## config.mk

```make
export PLATFORM = sky130hd
export DESIGN_NAME = seq_decode_execute_flat
export DESIGN_NICKNAME = d
export VERILOG_FILES = /design/src/rtl/seq_decode_execute_if.sv /design/src/rtl/seq_decode_execute.sv /design/src/flat_wrapper.sv
export SDC_FILE = /design/constraint.sdc
export NUM_CORES = 1
export LEC_CHECK = 0
export BUFFER_PORTS_ARGS = -buffer_cell sky130_fd_sc_hd__buf_2
export CORE_MARGIN = 2
export CORE_UTILIZATION = 40
export CTS_BUF_LIST = sky130_fd_sc_hd__clkbuf_8
export DETAILED_ROUTE_END_ITERATION = 7
export GPL_TIMING_DRIVEN = 0
export PLACE_DENSITY = 0.64
export SKIP_LAST_GASP = 1
export SLEW_MARGIN = 15
export SYNTH_ARGS = -nofsm -noshare
export SYNTH_HDL_FRONTEND = slang
export SYNTH_SLANG_ARGS = --single-unit
```

## constraint.sdc

```tcl
create_clock -name clk -period 1.7 [get_ports clk]
set_input_delay 0.34 -clock clk [delete_from_list [all_inputs] [get_ports clk]]
set_output_delay 0.34 -clock clk [all_outputs]
set_load 0.1 [all_outputs]
```

## src/rtl/seq_decode_execute_if.sv

```systemverilog
// rtl/seq_decode_execute_if.sv - command/result handshake bundle for seq_decode_execute
interface seq_decode_execute_if #(
    parameter int WIDTH = 4
);
    logic             in_valid;
    logic             in_ready;
    logic [2:0]       sel;
    logic [WIDTH-1:0] rs;
    logic [WIDTH-1:0] rt;
    logic             out_valid;
    logic             out_ready;
    logic [WIDTH-1:0] rd;
    logic             carry;
    logic             zero;

    modport master (
        output in_valid, sel, rs, rt, out_ready,
        input  in_ready, out_valid, rd, carry, zero
    );

    modport slave (
        input  in_valid, sel, rs, rt, out_ready,
        output in_ready, out_valid, rd, carry, zero
    );
endinterface

```

## src/rtl/seq_decode_execute.sv

```systemverilog
// rtl/seq_decode_execute.sv - single-issue ALU with bit-serial shift/rotate and result handshake
module seq_decode_execute #(
    parameter int WIDTH = 4
) (
    input  logic                 clk,
    input  logic                 rst_n,
    seq_decode_execute_if.slave  bus
);
    localparam int SHW = $clog2(WIDTH);

    localparam logic [1:0] IDLE  = 2'd0;
    localparam logic [1:0] SHIFT = 2'd1;
    localparam logic [1:0] DONE  = 2'd2;

    logic [1:0]       state;
    logic [WIDTH-1:0] work;
    logic [SHW-1:0]   cnt;
    logic             rot;
    logic [WIDTH-1:0] rd_q;
    logic             carry_q;
    logic             zero_q;

    logic [WIDTH:0]   sum;
    logic [WIDTH:0]   diff;
    logic [WIDTH-1:0] alu_rd;
    logic             alu_c;
    logic             is_shift;
    logic [SHW-1:0]   shamt;
    logic [WIDTH-1:0] work_nx;
    logic             accept;

    assign accept   = (state == IDLE) && bus.in_valid;
    assign is_shift = bus.sel[2] & ~bus.sel[1];
    // op 100 shifts rt by rs; op 101 rotates rs by rt
    assign shamt    = bus.sel[0] ? bus.rt[SHW-1:0] : bus.rs[SHW-1:0];
    assign work_nx  = rot ? {work[WIDTH-2:0], work[WIDTH-1]}
                          : {work[WIDTH-1], work[WIDTH-1:1]};

    always_comb begin
        sum    = {1'b0, bus.rs} + {1'b0, bus.rt};
        diff   = {1'b0, bus.rs} + {1'b0, ~bus.rt} + {{WIDTH{1'b0}}, 1'b1};
        alu_rd = '0;
        alu_c  = 1'b0;
        case (bus.sel)
            3'b000: begin alu_rd = diff[WIDTH-1:0]; alu_c = diff[WIDTH]; end
            3'b001: begin alu_rd = sum[WIDTH-1:0];  alu_c = sum[WIDTH];  end
            3'b010: alu_rd = bus.rs | bus.rt;
            3'b011: alu_rd = bus.rs & bus.rt;
            3'b100: alu_rd = bus.rt;
            3'b101: alu_rd = bus.rs;
            3'b110: alu_rd = {{(WIDTH-1){1'b0}}, (bus.rs < bus.rt)};
            default: alu_rd = {{(WIDTH-1){1'b0}}, (bus.rs == bus.rt)};
        endcase
    end

    always_ff @(posedge clk or negedge rst_n) begin
        if (!rst_n) begin
            state   <= IDLE;
            work    <= '0;
            cnt     <= '0;
            rot     <= 1'b0;
            rd_q    <= '0;
            carry_q <= 1'b0;
            zero_q  <= 1'b0;
        end else begin
            case (state)
                IDLE: begin
                    if (accept) begin
                        if (is_shift && shamt != '0) begin
                            state <= SHIFT;
                            work  <= alu_rd;
                            cnt   <= shamt;
                            rot   <= bus.sel[0];
                        end else begin
                            state   <= DONE;
                            rd_q    <= alu_rd;
                            carry_q <= alu_c;
                            zero_q  <= (alu_rd == '0);
                        end
                    end
                end
                SHIFT: begin
                    // rd stays at its old value until the final step lands
                    if (cnt == SHW'(1)) begin
                        state   <= DONE;
                        rd_q    <= work_nx;
                        carry_q <= 1'b0;
                        zero_q  <= (work_nx == '0);
                    end else begin
                        work <= work_nx;
                        cnt  <= cnt - SHW'(1);
                    end
                end
                DONE: begin
                    if (bus.out_ready) begin
                        state <= IDLE;
                    end
                end
                default: state <= IDLE;
            endcase
        end
    end

    assign bus.in_ready  = (state == IDLE);
    assign bus.out_valid = (state == DONE);
    assign bus.rd        = rd_q;
    assign bus.carry     = carry_q;
    assign bus.zero      = zero_q;
endmodule

```

## src/flat_wrapper.sv

```systemverilog
// flat-port wrapper written by rule: the top's interface ports become plain ports
module seq_decode_execute_flat 
#(
    parameter int WIDTH = 4
)
  (clk, rst_n, bus_in_valid, bus_sel, bus_rs, bus_rt, bus_out_ready, bus_in_ready, bus_out_valid, bus_rd, bus_carry, bus_zero);
  seq_decode_execute_if #(.WIDTH(WIDTH)) bus_i ();
  input  logic clk;
  input  logic rst_n;
  input wire logic [$bits(bus_i.in_valid)-1:0] bus_in_valid;
  input wire logic [$bits(bus_i.sel)-1:0] bus_sel;
  input wire logic [$bits(bus_i.rs)-1:0] bus_rs;
  input wire logic [$bits(bus_i.rt)-1:0] bus_rt;
  input wire logic [$bits(bus_i.out_ready)-1:0] bus_out_ready;
  output wire logic [$bits(bus_i.in_ready)-1:0] bus_in_ready;
  output wire logic [$bits(bus_i.out_valid)-1:0] bus_out_valid;
  output wire logic [$bits(bus_i.rd)-1:0] bus_rd;
  output wire logic [$bits(bus_i.carry)-1:0] bus_carry;
  output wire logic [$bits(bus_i.zero)-1:0] bus_zero;
  assign bus_i.in_valid = bus_in_valid;
  assign bus_i.sel = bus_sel;
  assign bus_i.rs = bus_rs;
  assign bus_i.rt = bus_rt;
  assign bus_i.out_ready = bus_out_ready;
  assign bus_in_ready = bus_i.in_ready;
  assign bus_out_valid = bus_i.out_valid;
  assign bus_rd = bus_i.rd;
  assign bus_carry = bus_i.carry;
  assign bus_zero = bus_i.zero;
  seq_decode_execute #(.WIDTH(WIDTH)) u_core (.clk(clk), .rst_n(rst_n), .bus(bus_i));
endmodule
```

==> results.sh, run 1 <==
export IMPL_outcome="complete, but fails checks"
export IMPL_violations="setup timing"
export IMPL_yosysWarnings=0
export IMPL_core_um2=3363
export IMPL_drc=0
export IMPL_drt_first_iter_violations=47
export IMPL_wl_per_cell_um=14.59
export IMPL_critPathCaptureType="flop"
export IMPL_htreeDepth=1
export IMPL_drive_gt1_share_pct=39.36
export IMPL_p_per_area_nw_per_um2=1339
export IMPL_port_buffers=21
export IMPL_hold_viol=0
export IMPL_synth_area_um2=1410
export IMPL_syn_num_nets=186
export IMPL_worstSetupPathType="in -> reg"
export IMPL_layout_nets=219
export IMPL_finalCritPeriodShare_pct=111.3
export IMPL_fp_dieArea_um2=4016
export IMPL_cts_buffers=3
export IMPL_postRouteAntennaNets=0
export IMPL_grt_max_degree=16
export IMPL_slew_headroom_pct=61.19
export IMPL_vias=1267
export IMPL_arrival_ns=2.01
export IMPL_clock_sinks=15
export IMPL_cts_tree="done"
export IMPL_worstPathMaxFanout=6
export IMPL_place_ws_ns=-0.7156
export IMPL_insertion_delay_ns=0.25
export IMPL_p_leak_nw=0.8885
export IMPL_syn_inst=156
export IMPL_first_pass_iters=4
export IMPL_totalWireLength_um=3413
export IMPL_grt_pass1_wl_um=5678
export IMPL_fillers=320
export IMPL_worst_slack_ns=-0.1927
export IMPL_overflow=0
export IMPL_io_pin_count=23
export IMPL_synth_seq_cells=15
export IMPL_syn2layout_area_growth_pct=34.25
export IMPL_grt_pass1_vias=1208
export IMPL_fmax_ghz=0.5283
export IMPL_synthTopCellsByCount="17 x inv_1, 15 x dfrtp_1, 13 x ha_1, 12 x nand2_1, 11 x o21ai_0"
export IMPL_ys_async_sr_fraction_pct=100.0
export IMPL_min_path_type="in -> reg"
export IMPL_place_congestion=0.8502
export IMPL_tightest_slew_ns=0.5821
export IMPL_die_h_um=63.38
export IMPL_synth_top_cell_area_share_pct=26.62
export IMPL_synthTopCellsByArea="dfrtp_1 27%, ha_1 12%, inv_1 4.5%, mux2_2 4.0%, o21ai_0 3.9%"
export IMPL_ys_flop_type="dfrtp_1"
export IMPL_fin_total_pwr_w=0.002534
export IMPL_ir_drop_v=0.0008966
export IMPL_grt_usage_pct=17.91
export IMPL_cp_cell_sequence="buf_6, ha_4, inv_1, fa_2, mux4_2, o22ai_4, nand2b_1, o41ai_2"
export IMPL_synth_cell_types=51
export IMPL_dpl_hpwl_um=2583
export IMPL_synthMostInstantiatedCell="inv_1"
export IMPL_cts_root_buffer="clkbuf_8"
export IMPL_post_route_util_pct=56.29
export IMPL_synth_edff_count=0
export IMPL_cts_path_max_buffers=2
export IMPL_antenna_cells=0
export IMPL_vias_per_cell=5.415
export IMPL_fin_skew_ns=0.005880
export IMPL_avgSynthCellArea_um2=9.039
export IMPL_rsz0062_at_grt="yes"
export IMPL_crit_required_ns=1.82
export IMPL_slew_violations=0
export IMPL_synth_seq_area_share_pct=26.62
export IMPL_critPathLaunchType="input pin"
export IMPL_start_util_pct=41.93
export IMPL_fin_crit_ns=1.893
export IMPL_crit_path_top_delay_cell="mux4_2"
export IMPL_rows=21
export IMPL_yosys_area_top_type="dfrtp_1"
export IMPL_clkTransAtPathRegs_ns=0.07
export IMPL_maxCapViolations=0
export IMPL_antenna_found_initial=0
export IMPL_whs_ns=0.2785
export IMPL_max_stage_delay_ns=0.49
export IMPL_die_w_um=63.38
export IMPL_setup_viol=7
[critical path, delay by kind of cell]
family	cells	cell delay [ns]
mux	1	0.49
simple gates	1	0.15
fa+ha+maj	2	0.58
buf+inv	2	0.19
compound gates	2	0.25
[cell type report]
type / count / area (um^2) / area share [%]
tap: 46 / 57.56 / 3.040
sequential: 15 / 375.4 / 19.83
timing repair buffer: 28 / 188.9 / 9.980
clock buffer: 3 / 41.29 / 2.181
multi-input combinational: 117 / 1102 / 58.23
buffer: 6 / 40.04 / 2.115
clock inverter: 1 / 5.005 / 0.2644
inverter: 18 / 82.58 / 4.362
[flip-flops by register name, summed over array words and instances, names as in the netlist]
signal	flops
u_core.state	2
u_core.cnt	2
u_core.work	4
u_core.rot	1
u_core.bus.rd	4
u_core.bus.carry	1
u_core.bus.zero	1
[power by group]
part | switching [W] | total, W | internal (W)
Combinational | 0.00111 | 0.00159 | 0.000477
Sequential | 0.000136 | 0.000650 | 0.000515
Clock | 0.000130 | 0.000292 | 0.000162
[placed cells by master, fill, tap and decap left out, types with 5 or more instances in the layout]
cell type	count
buf_4	6
nor2_1	7
nand2b_1	5
a21oi_1	5
o21ai_0	6
mux2i_1	5
nand2_1	12
o21ai_1	5
ha_1	9
inv_1	12
buf_2	18
dfrtp_1	15
[per-stage QoR]
stage | TNS [ns] | cells | instance area, um^2
after global routing | -1.679 | 234 | 1893
final | -1.128 | 234 | 1893
after detailed placement | -5.792 | 223 | 1628
after CTS | -1.300 | 231 | 1819
after global placement | -5.573 | 223 | 1628
after floorplan | -1.510 | 156 | 1465
[worst paths after layout]
path | start | endpoint | slack, ns | cells past startpoint
max in group asynchronous | rst_n | u_core.bus.rd[0]$_DFFE_PN0P_ | 0.92 | 2
setup / recovery | bus_rt[0] | u_core.bus.zero$_DFFE_PN0P_ | -0.19 | 8
hold reg to reg | u_core.bus.rd[1]$_DFFE_PN0P_ | u_core.bus.rd[1]$_DFFE_PN0P_ | 0.49 | 2
min in group asynchronous | rst_n | u_core.bus.rd[1]$_DFFE_PN0P_ | 0.52 | 2
hold / removal | bus_out_ready | u_core.state[1]$_DFFE_PN0P_ | 0.28 | 2
setup reg to reg | u_core.state[0]$_DFFE_PN0P_ | u_core.bus.rd[2]$_DFFE_PN0P_ | -0.06 | 6
[routing by layer]
| layer | vias to the layer above | wire length [um] | GRT usage (%) |
|---|---|---|---|
| met5 | - | 0 | 0 |
| met4 | 0 | 0 | 3.261 |
| met3 | 0 | 138 | 4.286 |
| met2 | 36 | 1698 | 28.95 |
| met1 | 608 | 1576 | 24.58 |
| li1 | 623 | - | - |
[what timing repair did]
action,CTS,global route
setup buffers,3,2
gates resized for setup,27,13
hold buffers,1,0
setup endpoints to repair,10,12
pin swaps,10,5
endpoints found under the hold margin,15,0
cloned,0,1
[kinds of logic after synthesis]
group | after synthesis | synth area share, %
and+or+nand+nor | 45 | 16.68
muxes | 13 | 11.00
DFF | 15 | 26.62
buffers and inverters | 24 | 7.187
adders and majority gates | 15 | 14.37
xor gates and xnor gates | 2 | 1.242
AOI/OAI and AO/OA | 42 | 22.89
Power figures use the tool's default switching activity.
==> run 2, diff against run 1 <==
- ABC_AREA: not set -> 1
- CORE_MARGIN: 2 -> not set
==> run 2 against run 1 <==
Against the previous run:
- cell count rose by 24%
- the flow now finishes without violations
- synthesized area rose by 4.2%
- clock-buffer cell count stayed put
- critical endpoint unchanged
- worst setup slack improved by 0.28 ns
- largest cell class unchanged
- flip-flop and latch count is the same
- highest routed layer is now met4
- total power down 5.6%
- largest power group unchanged
- via count grew 12%
- clock skew decreased by 0.0031 ns
- sequential share of layout area rose by 1.4 points
- worst hold slack better by 0.097 ns
==> results.sh, run 2 <==
export IMPL_drc=0
export IMPL_antenna_cells=0
export IMPL_synth_seq_area_share_pct=25.55
export IMPL_synth_compound_area_share_pct=11.67
export IMPL_maxCapViolations=0
export IMPL_synthXorXnorAreaFrac_pct=0
export IMPL_io_pin_count=23
export IMPL_synthMuxAreaShare_pct=0.6814
export IMPL_synth_edff_count=0
export IMPL_synth_top_family_by_area="simple AND/OR/NAND/NOR gates"
export IMPL_drt_first_iter_violations=52
export IMPL_critPathLaunchType="input pin"
export IMPL_worstSetupPathType="in -> reg"
export IMPL_postRouteAntennaNets=0
export IMPL_fin_crit_ns=1.611
export IMPL_final_cell_mix="65 x nand2_1, 27 x inv_1, 19 x nand3_1"
export IMPL_slew_violations=0
export IMPL_syn2layout_area_growth_pct=20.36
export IMPL_fillers=359
export IMPL_p_per_area_nw_per_um2=1353
export IMPL_cts_path_max_buffers=2
export IMPL_setup_viol=0
export IMPL_outcome="complete, no violations"
export IMPL_rsz0062_at_grt="yes"
export IMPL_grt_usage_pct=18.83
export IMPL_setup_worst_path_start="bus_rs[0]"
export IMPL_synthTopCellsByArea="dfrtp_1 26%, nand2_1 17%, ha_1 11%, inv_1 7.4%, nand3_1 6.8%"
export IMPL_ir_drop_v=0.0009404
export IMPL_synth_area_um2=1469
export IMPL_htreeDepth=1
export IMPL_cts_root_buffer="clkbuf_8"
export IMPL_syn_inst=220
export IMPL_fp_dieArea_um2=3919
export IMPL_place_congestion=0.9011
export IMPL_grt_pass1_wl_um=5927
export IMPL_clock_sinks=15
export IMPL_worstPathMaxFanout=4
export IMPL_fin_skew_ns=0.002754
export IMPL_synthTopCellsByCount="67 x nand2_1, 29 x inv_1, 20 x nand3_1, 19 x nor2_1, 15 x dfrtp_1"
export IMPL_critPathCaptureType="flop"
export IMPL_final_common_cell="nand2_1"
export IMPL_vias_per_cell=4.872
export IMPL_cts_buffers=3
export IMPL_fin_total_pwr_w=0.002392
export IMPL_yosys_area_top_type="dfrtp_1"
export IMPL_whs_ns=0.3752
export IMPL_hold_viol=0
export IMPL_r2r_slack_ns=0.26
export IMPL_synth_simple_area_share_pct=35.95
export IMPL_yosysWarnings=0
export IMPL_instances_no_fill=290
export IMPL_arrival_ns=1.79
export IMPL_drive_gt1_share_pct=23.77
export IMPL_syn_num_nets=250
export IMPL_synth_cell_types=27
export IMPL_avgSynthCellArea_um2=6.677
export IMPL_min_from="bus_out_ready"
export IMPL_finalCritPeriodShare_pct=94.77
export IMPL_synthMostInstantiatedCell="nand2_1"
export IMPL_core_um2=3416
export IMPL_clkTransAtPathRegs_ns=0.06
export IMPL_rows=21
export IMPL_totalWireLength_um=3261
export IMPL_slew_headroom_pct=67.77
export IMPL_reg2reg_from="u_core.state[0]$_DFFE_PN0P_"
export IMPL_die_h_um=62.60
export IMPL_cts_setup_buffers=0
export IMPL_dpl_hpwl_um=2622
export IMPL_p_leak_nw=0.9502
export IMPL_crit_required_ns=1.87
export IMPL_synth_seq_cells=15
export IMPL_ys_flop_type="dfrtp_1"
export IMPL_vias=1413
export IMPL_overflow=0
export IMPL_dp_cells=285
export IMPL_start_util_pct=43.00
export IMPL_synthAdderAreaFrac_pct=13.80
export IMPL_first_pass_iters=4
export IMPL_port_buffers=19
export IMPL_layout_nets=275
export IMPL_cts_tree="done"
export IMPL_grt_max_degree=16
export IMPL_antenna_found_initial=0
export IMPL_wl_per_cell_um=11.24
export IMPL_fmax_ghz=0.6207
export IMPL_post_route_util_pct=51.76
export IMPL_grt_pass1_vias=1368
export IMPL_synth_top_cell_area_share_pct=25.55
export IMPL_min_path_type="in -> reg"
export IMPL_insertion_delay_ns=0.25
export IMPL_ys_async_sr_fraction_pct=100.0
export IMPL_die_w_um=62.60
export IMPL_tightest_slew_ns=0.4868
## run 2: path summary, 6_finish.rpt
kind	to	cells after the start
max in group asynchronous	u_core.bus.zero$_DFFE_PN0P_	2
min in group asynchronous	u_core.state[1]$_DFFE_PN0P_	2
worst min register to register	u_core.bus.rd[3]$_DFFE_PN0P_	2
worst min-delay path	u_core.state[1]$_DFFE_PN0P_	4
worst max register to register	u_core.cnt[1]$_DFFE_PN0P_	6
worst max-delay path	u_core.bus.zero$_DFFE_PN0P_	13
## run 2: logic make-up (layout without fill, tap and decap cells)
| family | after synthesis | count (layout) |
|---|---|---|
| buf+inv | 40 | 64 |
| simple gates | 120 | 120 |
| compound gates | 29 | 29 |
| fa+ha+maj | 15 | 15 |
| flops | 15 | 15 |
| mux | 1 | 1 |
## run 2: layout make-up
class / instances / area (um^2) / area share [%]
Tap cell: 46 / 57.56 / 3.255
Timing Repair Buffer: 20 / 128.9 / 7.289
Multi-Input combinational cell: 165 / 974.7 / 55.13
Clock buffer: 3 / 41.29 / 2.335
Buffer: 4 / 41.29 / 2.335
Sequential cell: 15 / 375.4 / 21.23
Inverter: 36 / 145.1 / 8.209
Clock inverter: 1 / 3.754 / 0.2123
## run 2: critical path, cell delays in order
cell and delay [ns]:
buf_12 0.09, inv_6 0.03, ha_4 0.16, fa_2 0.40
inv_2 0.06, nand2_1 0.04, nand2_1 0.06, nor2_1 0.03
nor2_1 0.11, nand3_1 0.11, nor2_1 0.11, nand3_1 0.09
a21oi_2 0.14
## run 2: what timing repair did
action                                  CTS  global route
hold buffers                              1             0
hold endpoints to repair                  8             0
gates resized for setup                   4            23
pin swaps                                 0             8
endpoints found under the setup margin    5             9
## run 2: per-stage QoR
stage / worst slack, ns / instance area, um^2 / setup TNS (ns)
finish: 0.08883 / 1768 / 0
global route: -0.01233 / 1768 / -0.01233
floorplan: 0.01994 / 1479 / 0
global placement: -0.3260 / 1632 / -2.079
CTS: 0.0001413 / 1704 / 0
detailed placement: -0.3043 / 1632 / -2.063
## run 2: layer usage
layer | GRT usage (%) | routed length [um]
met1 | 26.67 | 1701
met5 | 0 | 0
met3 | 4.197 | 147
met2 | 29.35 | 1392
met4 | 3.488 | 19
## run 2: where the power goes
| part | internal [W] | switching [W] | leakage (nW) | total, W |
|---|---|---|---|---|
| Combinational | 0.000348 | 0.00114 | 0.733 | 0.00149 |
| Sequential | 0.000515 | 0.000107 | 0.190 | 0.000622 |
| Clock | 0.000160 | 0.000120 | 0.0269 | 0.000280 |
| Total | 0.00102 | 0.00137 | 0.950 | 0.00239 |
==> run 3, diff against run 2 <==
- CORE_UTILIZATION: 40 -> 53
- PLACE_DENSITY: 0.64 -> 0.8
- RECOVER_POWER: not set -> 100
==> run 3 against run 2 <==
Against the previous run:
- clock power is 1% lower
- clock skew is 0.00063 ns higher
- non-clock buffer count is 1 higher
- critical path type is now reg -> out
- design area is 0.85% lower
- flip-flop and latch count stayed put
- worst setup slack worse by 0.0045 ns
- global-route usage is 4.3 points higher
- wire length is 1.3% higher
- via count is 2.5% higher
==> results.sh, run 3 (synthesis results as in run 2) <==
export IMPL_worstPathMaxFanout=3
export IMPL_fillers=234
export IMPL_p_leak_nw=0.9505
export IMPL_outcome="complete, no violations"
export IMPL_vias=1449
export IMPL_critPathLaunchType="flop"
export IMPL_fp_dieArea_um2=2986
export IMPL_drt_first_iter_violations=45
export IMPL_postRouteAntennaNets=0
export IMPL_drc=0
export IMPL_layout_nets=276
export IMPL_arrival_ns=1.28
export IMPL_cts_tree="done"
export IMPL_antenna_found_initial=0
export IMPL_wl_per_cell_um=12.02
export IMPL_core_um2=2545
export IMPL_cts_path_max_buffers=2
export IMPL_clkTransAtPathRegs_ns=0.06
export IMPL_antenna_cells=0
export IMPL_hold_viol=0
export IMPL_crit_required_ns=1.36
export IMPL_tns_ns=0
export IMPL_io_pin_count=23
export IMPL_place_congestion=0.8555
export IMPL_rows=18
export IMPL_htreeDepth=1
export IMPL_seq_area_um2=375.4
export IMPL_maxCapViolations=0
export IMPL_instances_no_fill=275
export IMPL_rsz0062_at_grt="yes"
export IMPL_die_w_um=54.65
export IMPL_slew_violations=0
export IMPL_syn2layout_area_growth_pct=19.34
export IMPL_cts_buffers=3
export IMPL_grt_pass1_wl_um=4974
export IMPL_start_util_pct=57.72
export IMPL_first_pass_iters=4
export IMPL_slew_headroom_pct=47.94
export IMPL_cts_root_buffer="clkbuf_8"
export IMPL_multi_input_area_um2=977.2
export IMPL_overflow=0
export IMPL_fin_crit_ns=1.616
export IMPL_vias_per_cell=5.269
export IMPL_p_per_area_nw_per_um2=1366
export IMPL_totalWireLength_um=3305
export IMPL_die_h_um=54.65
export IMPL_drive_gt1_share_pct=22.45
export IMPL_final_cell_mix="65 x nand2_1, 28 x inv_1, 20 x nand3_1"
export IMPL_whs_ns=0.3897
export IMPL_dp_cells=269
export IMPL_post_route_util_pct=68.88
export IMPL_insertion_delay_ns=0.25
export IMPL_ir_drop_v=0.002011
export IMPL_grt_usage_pct=23.08
export IMPL_fmax_ghz=0.6189
export IMPL_min_path_type="in -> reg"
export IMPL_final_common_cell="nand2_1"
export IMPL_port_buffers=19
export IMPL_worstSetupPathType="reg -> out"
export IMPL_grt_pass1_vias=1166
export IMPL_dpl_hpwl_um=2529
export IMPL_tightest_slew_ns=0.7809
export IMPL_finalCritPeriodShare_pct=95.04
export IMPL_setup_viol=0
export IMPL_critPathCaptureType="output pin"
export IMPL_fin_skew_ns=0.003384
export IMPL_grt_max_degree=16
export IMPL_clock_sinks=15
run 3: critical path: stages (launching register included):
cell	delay [ns]
dfrtp_1	0.44
nor2_4	0.15
buf_2	0.43
run 3: layout make-up:
class                           count  share of cell area, %
Inverter                           36                  8.137
Buffer                              4                  2.355
Timing Repair Buffer               21                  7.637
Tap cell                           30                  2.141
Clock inverter                      1                 0.2141
Sequential cell                    15                  21.41
Multi-Input combinational cell    165                  55.75
Clock buffer                        3                  2.355
run 3: final timing paths:
| path | start | to | slack [ns] | depth (start not counted) |
|---|---|---|---|---|
| hold reg to reg | u_core.bus.rd[3]$_DFFE_PN0P_ | u_core.bus.rd[3]$_DFFE_PN0P_ | 0.49 | 2 |
| setup / recovery | u_core.state[1]$_DFFE_PN0P_ | bus_in_ready | 0.08 | 2 |
| max in group asynchronous | rst_n | u_core.bus.rd[2]$_DFFE_PN0P_ | 0.53 | 2 |
| setup reg to reg | u_core.state[0]$_DFFE_PN0P_ | u_core.work[1]$_DFFE_PN0P_ | 0.25 | 7 |
| hold / removal | bus_out_ready | u_core.state[1]$_DFFE_PN0P_ | 0.39 | 4 |
| min in group asynchronous | rst_n | u_core.rot$_DFFE_PN0P_ | 0.68 | 2 |
run 3: timing repair:
action	in CTS	in global routing
endpoints found under the setup margin	5	10
hold endpoints to repair	15	0
buffers inserted	0	1
gates resized for setup	8	17
hold buffers	1	0
pin swaps	1	10
run 3: routing by layer:
layer	part of all wire [%]	global-route usage, %	vias to the layer above
met2	45	34.74	42
met5	0	0	-
met1	48	35.24	656
li1	-	-	751
met4	0	1.282	0
met3	6.7	4.167	0
run 3: per-stage QoR:
| stage | cell area [um^2] | setup WS (ns) | total power [W] |
|---|---|---|---|
| global route | 1753 | -0.04421 | 0.002559 |
| global placement | 1612 | -0.3040 | 0.002034 |
| CTS | 1699 | 0.01336 | 0.002350 |
| finish | 1753 | 0.08432 | 0.002395 |
| floorplan | 1479 | 0.01994 | 0.001811 |
| detailed placement | 1612 | -0.3278 | 0.002058 |
run 3: where the power goes:
part / internal [W] / switching (W)
clock network: 0.000160 / 0.000116
registers: 0.000515 / 0.000111
logic: 0.000348 / 0.00115
total: 0.00102 / 0.00137
